[config.mk]
export PLATFORM = sky130hd
export DESIGN_NAME = apb_pwm_array
export DESIGN_NICKNAME = d
export VERILOG_FILES = /design/src/rtl/apb_pwm_array.sv
export SDC_FILE = /design/constraint.sdc
export NUM_CORES = 1
export LEC_CHECK = 0
export ABC_AREA = 1
export BUFFER_PORTS_ARGS = -buffer_cell sky130_fd_sc_hd__buf_2
export CORE_MARGIN = 1.5
export CORE_UTILIZATION = 50
export CTS_CLUSTER_DIAMETER = 80
export DETAILED_ROUTE_END_ITERATION = 12
export PLACE_DENSITY = 0.69
export SYNTH_ARGS = -nofsm -noshare
export SYNTH_HDL_FRONTEND = slang
export SYNTH_SLANG_ARGS = --single-unit
[constraint.sdc]
create_clock -name PCLK -period 20 [get_ports PCLK]
set_input_delay 6 -clock PCLK [delete_from_list [all_inputs] [get_ports PCLK]]
set_output_delay 6 -clock PCLK [all_outputs]
set_load 0.01 [all_outputs]
[src/rtl/apb_pwm_array.sv]
`timescale 1ns/1ps
// APB3 slave with NUM_CH shadow-buffered PWM channels sharing one period counter,
// plus a synchronized IR-hit detector with a sticky flag, saturating count and level IRQ.
module apb_pwm_array #(
  parameter int NUM_CH = 3,
  parameter int CNT_W  = 21
) (
  input  logic              PCLK,
  input  logic              PRESET,
  input  logic              PSEL,
  input  logic              PENABLE,
  input  logic              PWRITE,
  input  logic [31:0]       PADDR,
  input  logic [31:0]       PWDATA,
  output logic [31:0]       PRDATA,
  output logic              PREADY,
  output logic              PSLVERR,
  input  logic              hit_data,
  output logic [NUM_CH-1:0] pwm_out,
  output logic              FABINT
);

  localparam logic [7:0] A_CTRL   = 8'h00;
  localparam logic [7:0] A_PERIOD = 8'h04;
  localparam logic [7:0] A_STATUS = 8'h08;
  localparam logic [7:0] A_CNT    = 8'h0C;
  localparam logic [5:0] W_DUTY_LAST = 6'(NUM_CH + 3);

  logic              r_en, r_irq_en;
  logic [NUM_CH-1:0] r_ch_en;
  logic [CNT_W-1:0]  r_period, r_period_sh, r_cnt;
  logic [CNT_W-1:0]  r_duty    [NUM_CH];
  logic [CNT_W-1:0]  r_duty_sh [NUM_CH];
  logic [1:0]        r_sync;
  logic              r_sync_d, r_hit, r_fabint;
  logic [7:0]        r_hit_cnt;
  logic [NUM_CH-1:0] r_pwm;

  logic [7:0]  w_off;
  logic [5:0]  w_word;
  logic        w_is_duty, w_mapped, w_bad, w_access, w_wr_ok;
  logic        w_wrap, w_hit_edge, w_clr, w_hit_nxt, w_irq_nxt;
  logic [7:0]  w_hit_cnt_nxt;
  logic [31:0] w_rdata;
  logic        w_unused;

  assign w_off     = PADDR[7:0];
  assign w_word    = w_off[7:2];
  assign w_is_duty = (w_off[1:0] == 2'b00) && (w_word >= 6'd4) && (w_word <= W_DUTY_LAST);
  assign w_mapped  = w_is_duty || (w_off == A_CTRL) || (w_off == A_PERIOD) ||
                     (w_off == A_STATUS) || (w_off == A_CNT);
  assign w_bad     = !w_mapped || (PWRITE && (w_off == A_CNT));
  assign w_access  = PSEL && PENABLE;
  assign w_wr_ok   = w_access && PWRITE && !w_bad;
  assign w_unused  = ^{PADDR[31:8], PWDATA[31:CNT_W]};

  assign PREADY  = 1'b1;
  assign PSLVERR = w_access && w_bad;
  assign PRDATA  = w_bad ? 32'h0000_0000 : w_rdata;
  assign pwm_out = r_pwm;
  assign FABINT  = r_fabint;

  // Software-visible control, period and duty registers.
  always_ff @(posedge PCLK or posedge PRESET) begin
    if (PRESET) begin
      r_en     <= 1'b0;
      r_irq_en <= 1'b0;
      r_ch_en  <= '0;
      r_period <= '0;
      for (int i = 0; i < NUM_CH; i++) r_duty[i] <= '0;
    end else if (w_wr_ok) begin
      case (w_off)
        A_CTRL: begin
          r_en     <= PWDATA[0];
          r_irq_en <= PWDATA[1];
          r_ch_en  <= PWDATA[8 +: NUM_CH];
        end
        A_PERIOD: r_period <= PWDATA[CNT_W-1:0];
        default: ;
      endcase
      for (int i = 0; i < NUM_CH; i++)
        if (w_is_duty && (w_word == 6'(i + 4))) r_duty[i] <= PWDATA[CNT_W-1:0];
    end
  end

  assign w_wrap = (r_cnt == r_period_sh);

  // Period counter; shadows follow the live registers while disabled and reload only at wrap.
  always_ff @(posedge PCLK or posedge PRESET) begin
    if (PRESET) begin
      r_cnt       <= '0;
      r_period_sh <= '0;
      for (int i = 0; i < NUM_CH; i++) r_duty_sh[i] <= '0;
    end else if (!r_en || w_wrap) begin
      r_cnt       <= '0;
      r_period_sh <= r_period;
      for (int i = 0; i < NUM_CH; i++) r_duty_sh[i] <= r_duty[i];
    end else begin
      r_cnt <= r_cnt + 1'b1;
    end
  end

  // Registered PWM compare, one cycle behind the counter.
  always_ff @(posedge PCLK or posedge PRESET) begin
    if (PRESET) begin
      r_pwm <= '0;
    end else begin
      for (int i = 0; i < NUM_CH; i++)
        r_pwm[i] <= r_en && r_ch_en[i] && (r_cnt < r_duty_sh[i]);
    end
  end

  assign w_hit_edge = r_sync[1] && !r_sync_d;
  assign w_clr      = w_wr_ok && (w_off == A_STATUS) && PWDATA[0];
  assign w_irq_nxt  = (w_wr_ok && (w_off == A_CTRL)) ? PWDATA[1] : r_irq_en;

  // A hit edge coinciding with a W1C wins and restarts the count at one.
  always_comb begin
    w_hit_nxt     = r_hit;
    w_hit_cnt_nxt = r_hit_cnt;
    if (w_hit_edge) begin
      w_hit_nxt = 1'b1;
      if (w_clr)                      w_hit_cnt_nxt = 8'd1;
      else if (r_hit_cnt != 8'hFF)    w_hit_cnt_nxt = r_hit_cnt + 8'd1;
      else                            w_hit_cnt_nxt = r_hit_cnt;
    end else if (w_clr) begin
      w_hit_nxt     = 1'b0;
      w_hit_cnt_nxt = 8'd0;
    end else begin
      w_hit_nxt     = r_hit;
      w_hit_cnt_nxt = r_hit_cnt;
    end
  end

  // Hit synchronizer, sticky status and interrupt level.
  always_ff @(posedge PCLK or posedge PRESET) begin
    if (PRESET) begin
      r_sync    <= 2'b00;
      r_sync_d  <= 1'b0;
      r_hit     <= 1'b0;
      r_hit_cnt <= 8'd0;
      r_fabint  <= 1'b0;
    end else begin
      r_sync    <= {r_sync[0], hit_data};
      r_sync_d  <= r_sync[1];
      r_hit     <= w_hit_nxt;
      r_hit_cnt <= w_hit_cnt_nxt;
      r_fabint  <= w_hit_nxt && w_irq_nxt;
    end
  end

  // Read mux; unmapped offsets fall through to zero.
  always_comb begin
    w_rdata = 32'h0000_0000;
    case (w_off)
      A_CTRL: begin
        w_rdata[0]           = r_en;
        w_rdata[1]           = r_irq_en;
        w_rdata[8 +: NUM_CH] = r_ch_en;
      end
      A_PERIOD: w_rdata[CNT_W-1:0] = r_period;
      A_STATUS: begin
        w_rdata[0]    = r_hit;
        w_rdata[15:8] = r_hit_cnt;
      end
      A_CNT: w_rdata[CNT_W-1:0] = r_cnt;
      default: begin
        for (int i = 0; i < NUM_CH; i++)
          w_rdata[CNT_W-1:0] = (w_is_duty && (w_word == 6'(i + 4))) ? r_duty[i] : w_rdata[CNT_W-1:0];
      end
    endcase
  end

endmodule

==> insert_results.sql <==
INSERT INTO impl_metrics (metric_group, metric, value, unit) VALUES
('run_status', 'run_status', 'finished clean', ''),
('routing', 'detail_route.drc_violations', '0', ''),
('floorplan', 'effective_utilization_at_floorplan', '51.3', '%'),
('synthesis', 'synth_most_common_cell', 'sky130_fd_sc_hd__nand2_1', ''),
('sta', 'rsz0062_at_grt', 'no', ''),
('grt', 'first_global_vias', '9993', ''),
('sta', 'period_minus_slack', '15.28', 'ns'),
('placement', 'detailedPlace.worstSlack', '4.83', 'ns'),
('clocking', 'clk_latency', '0.54', 'ns'),
('sta', 'postLayoutSetupSlackWorst', '4.72', 'ns'),
('synthesis', 'synthTopCellsByCount', 'sky130_fd_sc_hd__nand2_1 (453), sky130_fd_sc_hd__dfrtp_1 (210), sky130_fd_sc_hd__inv_1 (167)', ''),
('synthesis', 'postSynthRegisterBits', '210', ''),
('placement', 'place_hpwl', '22.4', 'mm'),
('grt', 'groute.usage.overall', '29.1', '%'),
('synthesis', 'synthDominantAreaCellType', 'sky130_fd_sc_hd__dfrtp_1', ''),
('synthesis', 'synth_area_per_cell', '7.71', 'sq um'),
('synthesis', 'synthTopCellsByArea', 'sky130_fd_sc_hd__dfrtp_1 (45%), sky130_fd_sc_hd__nand2_1 (15%), sky130_fd_sc_hd__nand3_1 (6.8%), sky130_fd_sc_hd__ha_1 (6.6%), sky130_fd_sc_hd__inv_1 (5.4%)', ''),
('sta', 'worst-slew-pin-transition', '1.23', 'ns'),
('power_and_ir_drop', 'p_sw_share', '26.4', '%'),
('layout', 'drive_gt1_share', '8.56', '%'),
('synthesis', 'synth.yosys.seq_area_share', '44.9', '%'),
('power_and_ir_drop', 'p_comb_share', '9.1', '%'),
('grt', 'gr-total-overflow', '0', ''),
('placement', 'gpl_congestion', '0.938', ''),
('routing', 'route.antenna.remaining_nets', '0', ''),
('placement', 'place.port_buffers', '60', ''),
('clocking', 'tritoncts.num_buffers', '24', ''),
('clocking', 'cts_resized', '0', ''),
('synthesis', 'ys.warnings.count', '0', ''),
('clocking', 'cts_max_path_buffers', '3', ''),
('floorplan', 'top_level_ports', '108', ''),
('power_and_ir_drop', 'p_sw', '0.000267', 'W'),
('routing', 'detailedRoute.firstPassIterationCount', '5', ''),
('clocking', 'post-cts-setup-buffer-count', '0', ''),
('clocking', 'cts.sinks', '210', ''),
('sta', 'fin_crit_sh', '76.4', '%'),
('synthesis', 'synth_area', '11700', 'sq um'),
('synthesis', 'ys.flop_type', 'sky130_fd_sc_hd__dfrtp_1', ''),
('clocking', 'clkSlewWorstSetupHoldPaths', '0.06', 'ns'),
('synthesis', 'post_synth_inst_count', '1517', ''),
('power_and_ir_drop', 'clkPwrFrac', '45.0', '%'),
('layout', 'design.final.nets', '1667', ''),
('sta', 'fin_skew', '0.0225', 'ns'),
('floorplan', 'core_footprint', '22800', 'sq um'),
('clocking', 'postCtsHoldBufs', '0', ''),
('hold_path', 'hp-class', 'reg -> reg', ''),
('grt', 'largest_net_degree_at_the_start_of_global_routing', '134', ''),
('synthesis', 'async_flop_share', '100', '%'),
('power_and_ir_drop', 'seq_power_share', '46.0', '%'),
('clocking', 'cts_tree', 'yes', ''),
('power_and_ir_drop', 'power_density', '78.5', 'nW/um^2'),
('grt', 'number_of_antenna_violations_at_the_first_check_in_global_routing', '1', ''),
('setup_path', 'critical_path.startpoint_type', 'input port', ''),
('setup_path', 'critical_path.endpoint_type', 'output port', ''),
('synthesis', 'yosysTopAreaCellShare', '44.9', '%'),
('routing', 'detail_route.iter0.violations', '973', ''),
('clocking', 'master_cell_of_the_clock_root_buffer', 'sky130_fd_sc_hd__clkbuf_16', ''),
('floorplan', 'die_y', '156', 'microns'),
('setup_path', 'worst_ep_required_time', '14.00', 'ns'),
('clocking', 'cts_htree_levels', '1', ''),
('sta', 'final-max-slew-violation-count', '0', ''),
('setup_path', 'path_max_fanout', '21', ''),
('power_and_ir_drop', 'worst_ir_drop_vdd', '68.9', 'uV'),
('power_and_ir_drop', 'finalPower', '0.00101', 'W'),
('layout', 'synthToLayoutAreaGrowth', '10.2', '%'),
('power_and_ir_drop', 'power.leakage', '6.80', 'nW'),
('sta', 'maxSlewHeadroom', '17.4', '%'),
('routing', 'num_vias', '10200', ''),
('grt', 'wire_length_of_the_first_global_routing_pass', '54.5', 'mm'),
('floorplan', 'count_of_standard_cell_rows', '55', ''),
('power_and_ir_drop', 'internal_power', '0.000744', 'W');
-- metrics by stage --
| stage | util (%) | hold WS (ns) | area, sq um | cells |
|---|---|---|---|---|
| floorplan | - | 0.331 | 11700 | 1527 |
| finish | 56.6 | 0.347 | 12900 | 1866 |
| detailed placement | 53.0 | 0.338 | 12100 | 1822 |
| global placement | 53.0 | 0.334 | 12100 | 1822 |
| global route | 56.6 | 0.365 | 12900 | 1866 |
| CTS | 56.6 | 0.352 | 12900 | 1866 |
-- worst max-delay path, cell delays in order --
cell and delay, ns:
sky130_fd_sc_hd__buf_2 0.09, sky130_fd_sc_hd__inv_1 0.03, sky130_fd_sc_hd__nand2_1 0.15, sky130_fd_sc_hd__nor2_1 0.06, sky130_fd_sc_hd__buf_4 0.22, sky130_fd_sc_hd__o21ai_1 0.98, sky130_fd_sc_hd__buf_4 0.38, sky130_fd_sc_hd__nand2_1 0.56
sky130_fd_sc_hd__o211ai_1 0.28, sky130_fd_sc_hd__nand2_1 0.07, sky130_fd_sc_hd__nor2_1 0.26, sky130_fd_sc_hd__buf_2 0.20
-- flip-flops by register name, summed over array words and instances, names as in the netlist --
register,flops
r_sync_d,1
r_period_sh,21
r_sync,2
r_period,21
r_en,1
r_ch_en,3
r_hit,1
r_duty,63
r_irq_en,1
r_hit_cnt,8
r_duty_sh,63
FABINT,1
pwm_out,3
r_cnt,21
-- metal layers --
layer / up-vias / GRT usage [%] / wire (microns)
li1: 4884 / - / -
met4: 0 / 13.2 / 1490
met3: 88 / 4.44 / 2490
met5: - / 0 / 0
met1: 4822 / 40.0 / 15000
met2: 440 / 45.6 / 15100
-- worst paths after layout --
check / from / to / slack, ns / depth (start not counted)
min: r_sync[0]$_DFF_PP0_ / r_sync[1]$_DFF_PP0_ / 0.35 / 0
max: PADDR[1] / PRDATA[4] / 4.72 / 12
max reg2reg: r_cnt[2]$_DFF_PP0_ / r_duty_sh[35]$_DFFE_PP0N_ / 16.61 / 8
min in group asynchronous: PRESET / r_sync[1]$_DFF_PP0_ / 5.60 / 2
min reg2reg: r_sync[0]$_DFF_PP0_ / r_sync[1]$_DFF_PP0_ / 0.35 / 0
max in group asynchronous: PRESET / r_duty[27]$_DFFE_PP0P_ / 12.82 / 3
-- cell type report --
type / count / area, sq um
Fill cell: 2186 / 9900
Multi-Input combinational cell: 1057 / 5380
Sequential cell: 210 / 5260
Clock buffer: 36 / 716
Inverter: 171 / 649
Tap cell: 313 / 392
Timing Repair Buffer: 71 / 383
Clock inverter: 8 / 101
-- cells in the final DEF, fill, tap and decap left out, types with 25 or more instances in the layout --
cell type	synthesis	routed
sky130_fd_sc_hd__nand2_1	453	452
sky130_fd_sc_hd__dfrtp_1	210	209
sky130_fd_sc_hd__inv_1	167	166
sky130_fd_sc_hd__nand3_1	160	160
sky130_fd_sc_hd__nor2_1	99	99
sky130_fd_sc_hd__ha_1	62	62
sky130_fd_sc_hd__buf_2	22	60
sky130_fd_sc_hd__o21ai_1	53	53
sky130_fd_sc_hd__o21ai_0	53	53
sky130_fd_sc_hd__a21oi_1	40	40
sky130_fd_sc_hd__o22ai_1	27	27
sky130_fd_sc_hd__xnor2_1	25	25
-- power by group through the flow --
stage          sequential (W)  clock [W]  combinational [W]
2_1_floorplan        0.000459          0          0.0000682
3_3_place_gp         0.000471          0          0.0000873
3_5_place_dp         0.000472          0          0.0000898
4_1_cts              0.000464   0.000460          0.0000919
5_1_grt              0.000466   0.000477           0.000106
6_report             0.000465   0.000455          0.0000918
-- kinds of logic after synthesis --
family | count (synthesis) | synth area share, %
AO/OA/AOI/OAI | 186 | 8.60
XOR/XNOR | 38 | 2.85
adder cells (fa/ha/maj) | 62 | 6.63
buffers and inverters | 260 | 9.51
flip-flops | 210 | 44.9
other | 2 | 0.0642
AND/OR/NAND/NOR | 759 | 27.4
Power figures use the tool's default switching activity.
